<file path="config.mk">
export PLATFORM = sky130hd
export DESIGN_NAME = uart_flash_loader
export DESIGN_NICKNAME = d
export VERILOG_FILES = /design/src/rtl/uart_flash_loader.sv
export SDC_FILE = /design/constraint.sdc
export NUM_CORES = 1
export LEC_CHECK = 0
export ABC_AREA = 1
export BUFFER_PORTS_ARGS = -buffer_cell sky130_fd_sc_hd__buf_2
export CAP_MARGIN = 10
export CORE_MARGIN = 10
export CORE_UTILIZATION = 50
export CTS_BUF_LIST = sky130_fd_sc_hd__clkbuf_8
export DETAILED_ROUTE_END_ITERATION = 8
export PLACE_DENSITY = 0.77
export RECOVER_POWER = 25
export SLEW_MARGIN = 20
export SYNTH_ARGS = -nofsm -noshare
export SYNTH_HDL_FRONTEND = slang
export SYNTH_SLANG_ARGS = --single-unit
export TNS_END_PERCENT = 10
</file>
<file path="constraint.sdc">
create_clock -name clk -period 4.15 [get_ports clk]
set_clock_uncertainty 0.2 [all_clocks]
set_input_delay 0.415 -clock clk [delete_from_list [all_inputs] [get_ports clk]]
set_output_delay 0.415 -clock clk [all_outputs]
set_load 0.005 [all_outputs]
</file>
<file path="src/rtl/uart_flash_loader.sv">
// rtl/uart_flash_loader.sv - UART program loader that streams a length-prefixed image into imem
// Holds the core in reset while a load is in progress; contains the 8N1 receiver and load FSM.
module uart_flash_loader #(
  parameter int CLKS_PER_BIT = 868,
  parameter int ADDR_W       = 12,
  parameter int MAX_WORDS    = 1024
) (
  input  logic              clk,
  input  logic              rst,
  input  logic              flash,
  input  logic              uart_serial,
  output logic              core_hold,
  output logic              imem_we,
  output logic [ADDR_W-1:0] imem_addr,
  output logic [31:0]       imem_wdata,
  output logic              busy,
  output logic              done,
  output logic              err
);

  localparam int CW = $clog2(CLKS_PER_BIT);
  localparam logic [CW-1:0] BIT_LAST  = CW'(CLKS_PER_BIT - 1);
  localparam logic [CW-1:0] HALF_LAST = CW'(CLKS_PER_BIT / 2 - 1);

  logic       flash_s1, flash_s2, flash_d, armed;
  logic [1:0] settle;
  logic       rx_s1, rx_s2;
  logic       flash_rise, abort;

  // A load only starts after flash has been seen low post-reset, so a level already high at reset is not an edge.
  always_ff @(posedge clk or negedge rst) begin
    if (!rst) begin
      flash_s1 <= 1'b0;
      flash_s2 <= 1'b0;
      flash_d  <= 1'b0;
      rx_s1    <= 1'b1;
      rx_s2    <= 1'b1;
      settle   <= 2'd0;
      armed    <= 1'b0;
    end else begin
      flash_s1 <= flash;
      flash_s2 <= flash_s1;
      flash_d  <= flash_s2;
      rx_s1    <= uart_serial;
      rx_s2    <= rx_s1;
      if (settle != 2'd2) settle <= settle + 2'd1;
      else if (!flash_s2) armed <= 1'b1;
    end
  end

  assign flash_rise = armed & flash_s2 & ~flash_d;

  typedef enum logic [2:0] {RX_IDLE, RX_START, RX_DATA, RX_STOP, RX_WAIT} rx_state_t;
  rx_state_t       rx_state;
  logic [CW-1:0]   rx_cnt;
  logic [2:0]      rx_bit;
  logic [7:0]      rx_shift;
  logic            byte_valid, frame_err;

  always_ff @(posedge clk or negedge rst) begin
    if (!rst) begin
      rx_state   <= RX_IDLE;
      rx_cnt     <= '0;
      rx_bit     <= 3'd0;
      rx_shift   <= 8'd0;
      byte_valid <= 1'b0;
      frame_err  <= 1'b0;
    end else begin
      byte_valid <= 1'b0;
      frame_err  <= 1'b0;
      case (rx_state)
        RX_IDLE: begin
          rx_cnt <= '0;
          if (!rx_s2) rx_state <= RX_START;
        end
        RX_START: begin
          if (rx_cnt == HALF_LAST) begin
            rx_cnt   <= '0;
            rx_bit   <= 3'd0;
            rx_state <= rx_s2 ? RX_IDLE : RX_DATA;
          end else begin
            rx_cnt <= rx_cnt + 1'b1;
          end
        end
        RX_DATA: begin
          if (rx_cnt == BIT_LAST) begin
            rx_cnt   <= '0;
            rx_shift <= {rx_s2, rx_shift[7:1]};
            if (rx_bit == 3'd7) rx_state <= RX_STOP;
            else rx_bit <= rx_bit + 3'd1;
          end else begin
            rx_cnt <= rx_cnt + 1'b1;
          end
        end
        RX_STOP: begin
          if (rx_cnt == BIT_LAST) begin
            rx_cnt <= '0;
            if (rx_s2) begin
              byte_valid <= 1'b1;
              rx_state   <= RX_IDLE;
            end else begin
              frame_err <= 1'b1;
              rx_state  <= RX_WAIT;
            end
          end else begin
            rx_cnt <= rx_cnt + 1'b1;
          end
        end
        // A bad stop bit leaves the line low; wait for idle so it is not taken as a new start.
        RX_WAIT: if (rx_s2) rx_state <= RX_IDLE;
        default: rx_state <= RX_IDLE;
      endcase
    end
  end

  typedef enum logic [2:0] {IDLE, LEN_LO, LEN_HI, DATA, WRITE, DONE, ERR} state_t;
  state_t      state;
  logic [15:0] len;
  logic [15:0] word_idx;
  logic [1:0]  byte_cnt;
  logic [31:0] wbuf;

  assign abort = frame_err | ~flash_s2;

  always_ff @(posedge clk or negedge rst) begin
    if (!rst) begin
      state      <= IDLE;
      len        <= 16'd0;
      word_idx   <= 16'd0;
      byte_cnt   <= 2'd0;
      wbuf       <= 32'd0;
      core_hold  <= 1'b0;
      busy       <= 1'b0;
      imem_we    <= 1'b0;
      imem_addr  <= '0;
      imem_wdata <= 32'd0;
      done       <= 1'b0;
      err        <= 1'b0;
    end else begin
      case (state)
        IDLE: begin
          if (flash_rise) begin
            err       <= 1'b0;
            word_idx  <= 16'd0;
            byte_cnt  <= 2'd0;
            core_hold <= 1'b1;
            busy      <= 1'b1;
            state     <= LEN_LO;
          end
        end
        LEN_LO: begin
          if (abort) state <= ERR;
          else if (byte_valid) begin
            len[7:0] <= rx_shift;
            state    <= LEN_HI;
          end
        end
        LEN_HI: begin
          if (abort) state <= ERR;
          else if (byte_valid) begin
            len[15:8] <= rx_shift;
            if ({rx_shift, len[7:0]} == 16'd0) begin
              done  <= 1'b1;
              state <= DONE;
            end else if ({1'b0, rx_shift, len[7:0]} > 17'(MAX_WORDS)) begin
              state <= ERR;
            end else begin
              byte_cnt <= 2'd0;
              state    <= DATA;
            end
          end
        end
        DATA: begin
          if (abort) state <= ERR;
          else if (byte_valid) begin
            wbuf     <= {rx_shift, wbuf[31:8]};
            byte_cnt <= byte_cnt + 2'd1;
            if (byte_cnt == 2'd3) begin
              imem_we    <= 1'b1;
              imem_addr  <= ADDR_W'({word_idx, 2'b00});
              imem_wdata <= {rx_shift, wbuf[31:8]};
              state      <= WRITE;
            end
          end
        end
        WRITE: begin
          imem_we  <= 1'b0;
          word_idx <= word_idx + 16'd1;
          if (abort) state <= ERR;
          else if (word_idx + 16'd1 == len) begin
            done  <= 1'b1;
            state <= DONE;
          end else begin
            state <= DATA;
          end
        end
        DONE: begin
          done      <= 1'b0;
          core_hold <= 1'b0;
          busy      <= 1'b0;
          state     <= IDLE;
        end
        ERR: begin
          err       <= 1'b1;
          core_hold <= 1'b0;
          busy      <= 1'b0;
          state     <= IDLE;
        end
        default: state <= IDLE;
      endcase
    end
  end

endmodule

</file>
==> summary.md <==
| Metric | Value |
|---|---|
| I/O pins | 53 |
| Core area | 13140 um2 |
| Top-area cell type share of the netlist area | 52.38% |
| Commonest register cell after synthesis | dfrtp_1 |
| Share of post-route cells with drive strength above 1 | 12.57% |
| Fill cells | 1192 |
| Minimum clock period | 2.823 ns |
| Post-synth top cells | 227 x nand2_1, 139 x dfrtp_1, 105 x o21ai_0, 97 x inv_1, 66 x nand3_1 |
| Mux cell area share after synthesis | 0.8479% |
| Wire per inst | 14.06 um |
| Total GRT Usage | 16.71% |
| Global route overflow | 0 |
| Global-route wire length before repair | 24940 um |
| FFs w/ async S/R, synth | 100.0% |
| GP Congestion | 0.8920 |
| Final period utilization | 68.02% |
| Post-Synth XOR/XNOR Area | 0.8668% |
| DRC | 0 |
| Failing checks | capacitance limit, slew limit |
| Largest net degree at the start of global routing | 79 |
| Post-synthesis sequential area ratio | 53.18% |
| Layout Nets | 881 |
| Cells after synthesis | 815 |
| Core Util, Final | 56.90% |
| LEAKAGE | 3.604 nW |
| Synth Area in Adders | 1.319% |
| CTS buffer count | 17 |
| Final Max Slew Viols | 79 |
| Synth warnings | 0 |
| Compound-cell area share of the yosys netlist | 11.12% |
| Critical path's largest stage delay | 0.53 ns |
| Max-cap violations | 1 |
| Clock Path Buffers | 2 |
| Most common cell in the synthesized netlist | nand2_1 |
| 1st-iter DRT viols | 478 |
| Hold Path Depth | 0 |
| Die H | 135.2 um |
| Row count | 42 |
| Pwr Density | 406.0 nW/um2 |
| Hold WC Path Type | reg2reg |
| Vias in the first global route | 5241 |
| Crit start category | flop |
| WL final | 14890 um |
| Crit. End Element | flop |
| H-tree Lvls | 4 |
| Die ar. | 18290 um2 |
| Rel. slew slack | -24.04% |
| Clk sinks | 141 |
| WS Path Type | reg2reg |
| Highest-delay cell along the critical path | nand2_2 |
| Post-route ant nets | 0 |
| Pre-antenna DRT Iters | 5 |
| Worst skew pair latency | 0.45 ns |
| Inserted Diodes | 0 |
| Vias | 5581 |
| Reg2Reg Depth | 9 |
| Flop and latch count out of synthesis | 141 |
| Setup violators final | 0 |
| Die width | 135.2 um |
| Number of buffers added on ports | 50 |
| Status | finished with violations |
| Peak VDD IR | 0.3838 mV |
| Netlist cell types | 34 |
| Simple-gate portion of the synthesized area | 25.16% |
| CP Max Fanout | 50 |
| Slew @ Worst Pin | 1.861 ns |
| Vias/cell | 5.270 |
| Area leader, netlist | dfrtp_1 |
| Dpl ws | 1.273 ns |
| Root buf cell | clkbuf_8 |
| WP data arrival | 2.95 ns |
| # resized after CTS | 0 |
| Req. time, crit path | 4.28 ns |
| Final WS setup | 1.327 ns |
| EDFF count, synth | 0 |
| P&R area growth vs syn | 12.57% |
| Clock transition at path regs | 0.08 ns |
| CTS tree | built |
| Largest family of logic cells by synthesized area | simple AND/OR/NAND/NOR gates |
| Avg Inst Size Synth | 8.147 um2 |
| Synth top area cells | dfrtp_1 52%, nand2_1 13%, o21ai_0 7.9% |
| TNS Setup | 0 ns |
| Mapped Area | 6640 um2 |
| RSZ-0062 raised after global routing | no |
| Initial Util | 50.54% |
| Initial antenna violation count | 0 |
| DPL Wire Length | 10760 um |
| Fmax | 354.2 MHz |
| Final hold violation count | 0 |
| Crit-path cells | inv_2, nor2_1, nand2_1, nor2_4, buf_4, nand2_2, buf_4, nand2_1, o21ai_0 |
-- flip-flops by register name, indices dropped and copies added, names as in the netlist, 3 cells and up --
| register | cells |
|---|---|
| imem_wdata | 32 |
| rx_cnt | 10 |
| len | 16 |
| rx_shift | 8 |
| rx_bit | 3 |
| imem_addr | 10 |
| wbuf | 24 |
| rx_state | 3 |
| word_idx | 16 |
| state | 3 |
-- report_power, final --
group          internal (mW)  switching [mW]
combinational          0.145           0.310
sequential              1.42          0.0500
clock                  0.568           0.543
total                   2.13           0.903
-- repair_timing --
| action | in CTS | in global routing |
|---|---|---|
| endpoints found under the hold margin | 76 | 0 |
| hold buffers | 3 | 0 |
| setup buffers | 0 | 0 |
-- kinds of logic after synthesis --
family          Yosys count
compound gates          140
xor+xnor                  5
fa+ha+maj                 7
buf+inv                 126
flops                   141
mux                       5
other cells               1
simple gates            390
-- routing by layer --
metal | vias to the layer above | track usage [%] | wire (um)
li1 | 2759 | - | -
met1 | 2637 | 20.97 | 6494
met2 | 153 | 26.75 | 7199
met3 | 32 | 4.711 | 895
met4 | 0 | 6.579 | 299
met5 | - | 0 | 0
-- area by class of cell --
type | count | area [um2] | share of cell area (%)
flip-flops and latches | 141 | 3531 | 47.24
repair buffers | 58 | 317.8 | 4.252
clock inverters | 13 | 140.1 | 1.875
clock buffers | 19 | 261.5 | 3.498
multi-input cells | 549 | 2618 | 35.02
well taps | 176 | 220.2 | 2.946
inverters | 103 | 386.6 | 5.172
-- path summary, 6_finish.rpt --
check / endpoint / slack, ns / start
min in group asynchronous: wbuf[9]$_DFFE_PN0P_ / 0.81 / rst
max in group asynchronous: rx_cnt[2]$_DFFE_PN0P_ / 1.63 / rst
worst min-delay path: rx_s2$_DFF_PN1_ / 0.16 / rx_s1$_DFF_PN1_
worst min register to register: rx_s2$_DFF_PN1_ / 0.16 / rx_s1$_DFF_PN1_
worst max-delay path: imem_addr[10]$_DFFE_PN0P_ / 1.33 / flash_s2$_DFF_PN0_
worst max register to register: imem_addr[10]$_DFFE_PN0P_ / 1.33 / flash_s2$_DFF_PN0_
-- critical path: cells and delay by family, from the launching register on --
kind                   cells  cell delay, ns
AND/OR/NAND/NOR            5            1.25
flip-flops                 1            0.36
AO/OA/AOI/OAI              1            0.08
buffers and inverters      3            0.81
-- placed cells by master (no fill, tap or decap), types with 3 or more instances in the layout --
cell type / netlist / routed
nand2_1: 227 / 227
clkbuf_8: 0 / 19
o21ai_0: 105 / 105
nor3_1: 8 / 8
o22ai_1: 13 / 13
buf_4: 3 / 5
nor2_1: 54 / 54
inv_1: 97 / 98
o211ai_1: 3 / 3
inv_2: 5 / 5
xor2_1: 3 / 3
a21oi_1: 15 / 15
ha_1: 7 / 7
nor2_4: 5 / 5
clkinvlp_4: 0 / 3
dfrtp_1: 139 / 139
nand2_2: 4 / 4
inv_6: 0 / 3
nand4_1: 19 / 19
mux2_2: 5 / 5
dlygate4sd3_1: 0 / 3
nand3_1: 66 / 66
buf_2: 3 / 49
-- per-stage QoR --
| stage | area, um2 | power, mW | hold slack [ns] | instances |
|---|---|---|---|---|
| floorplan | 6644 | 1.800 | -0.08059 | 816 |
| global placement | 7049 | 1.947 | 0.1457 | 1024 |
| detailed placement | 7049 | 1.948 | 0.1523 | 1024 |
| CTS | 7481 | 3.058 | 0.1637 | 1059 |
| global route | 7475 | 3.193 | 0.1647 | 1059 |
| finish | 7475 | 3.035 | 0.1608 | 1059 |
Note: power is estimated with default switching activity, not from simulation.
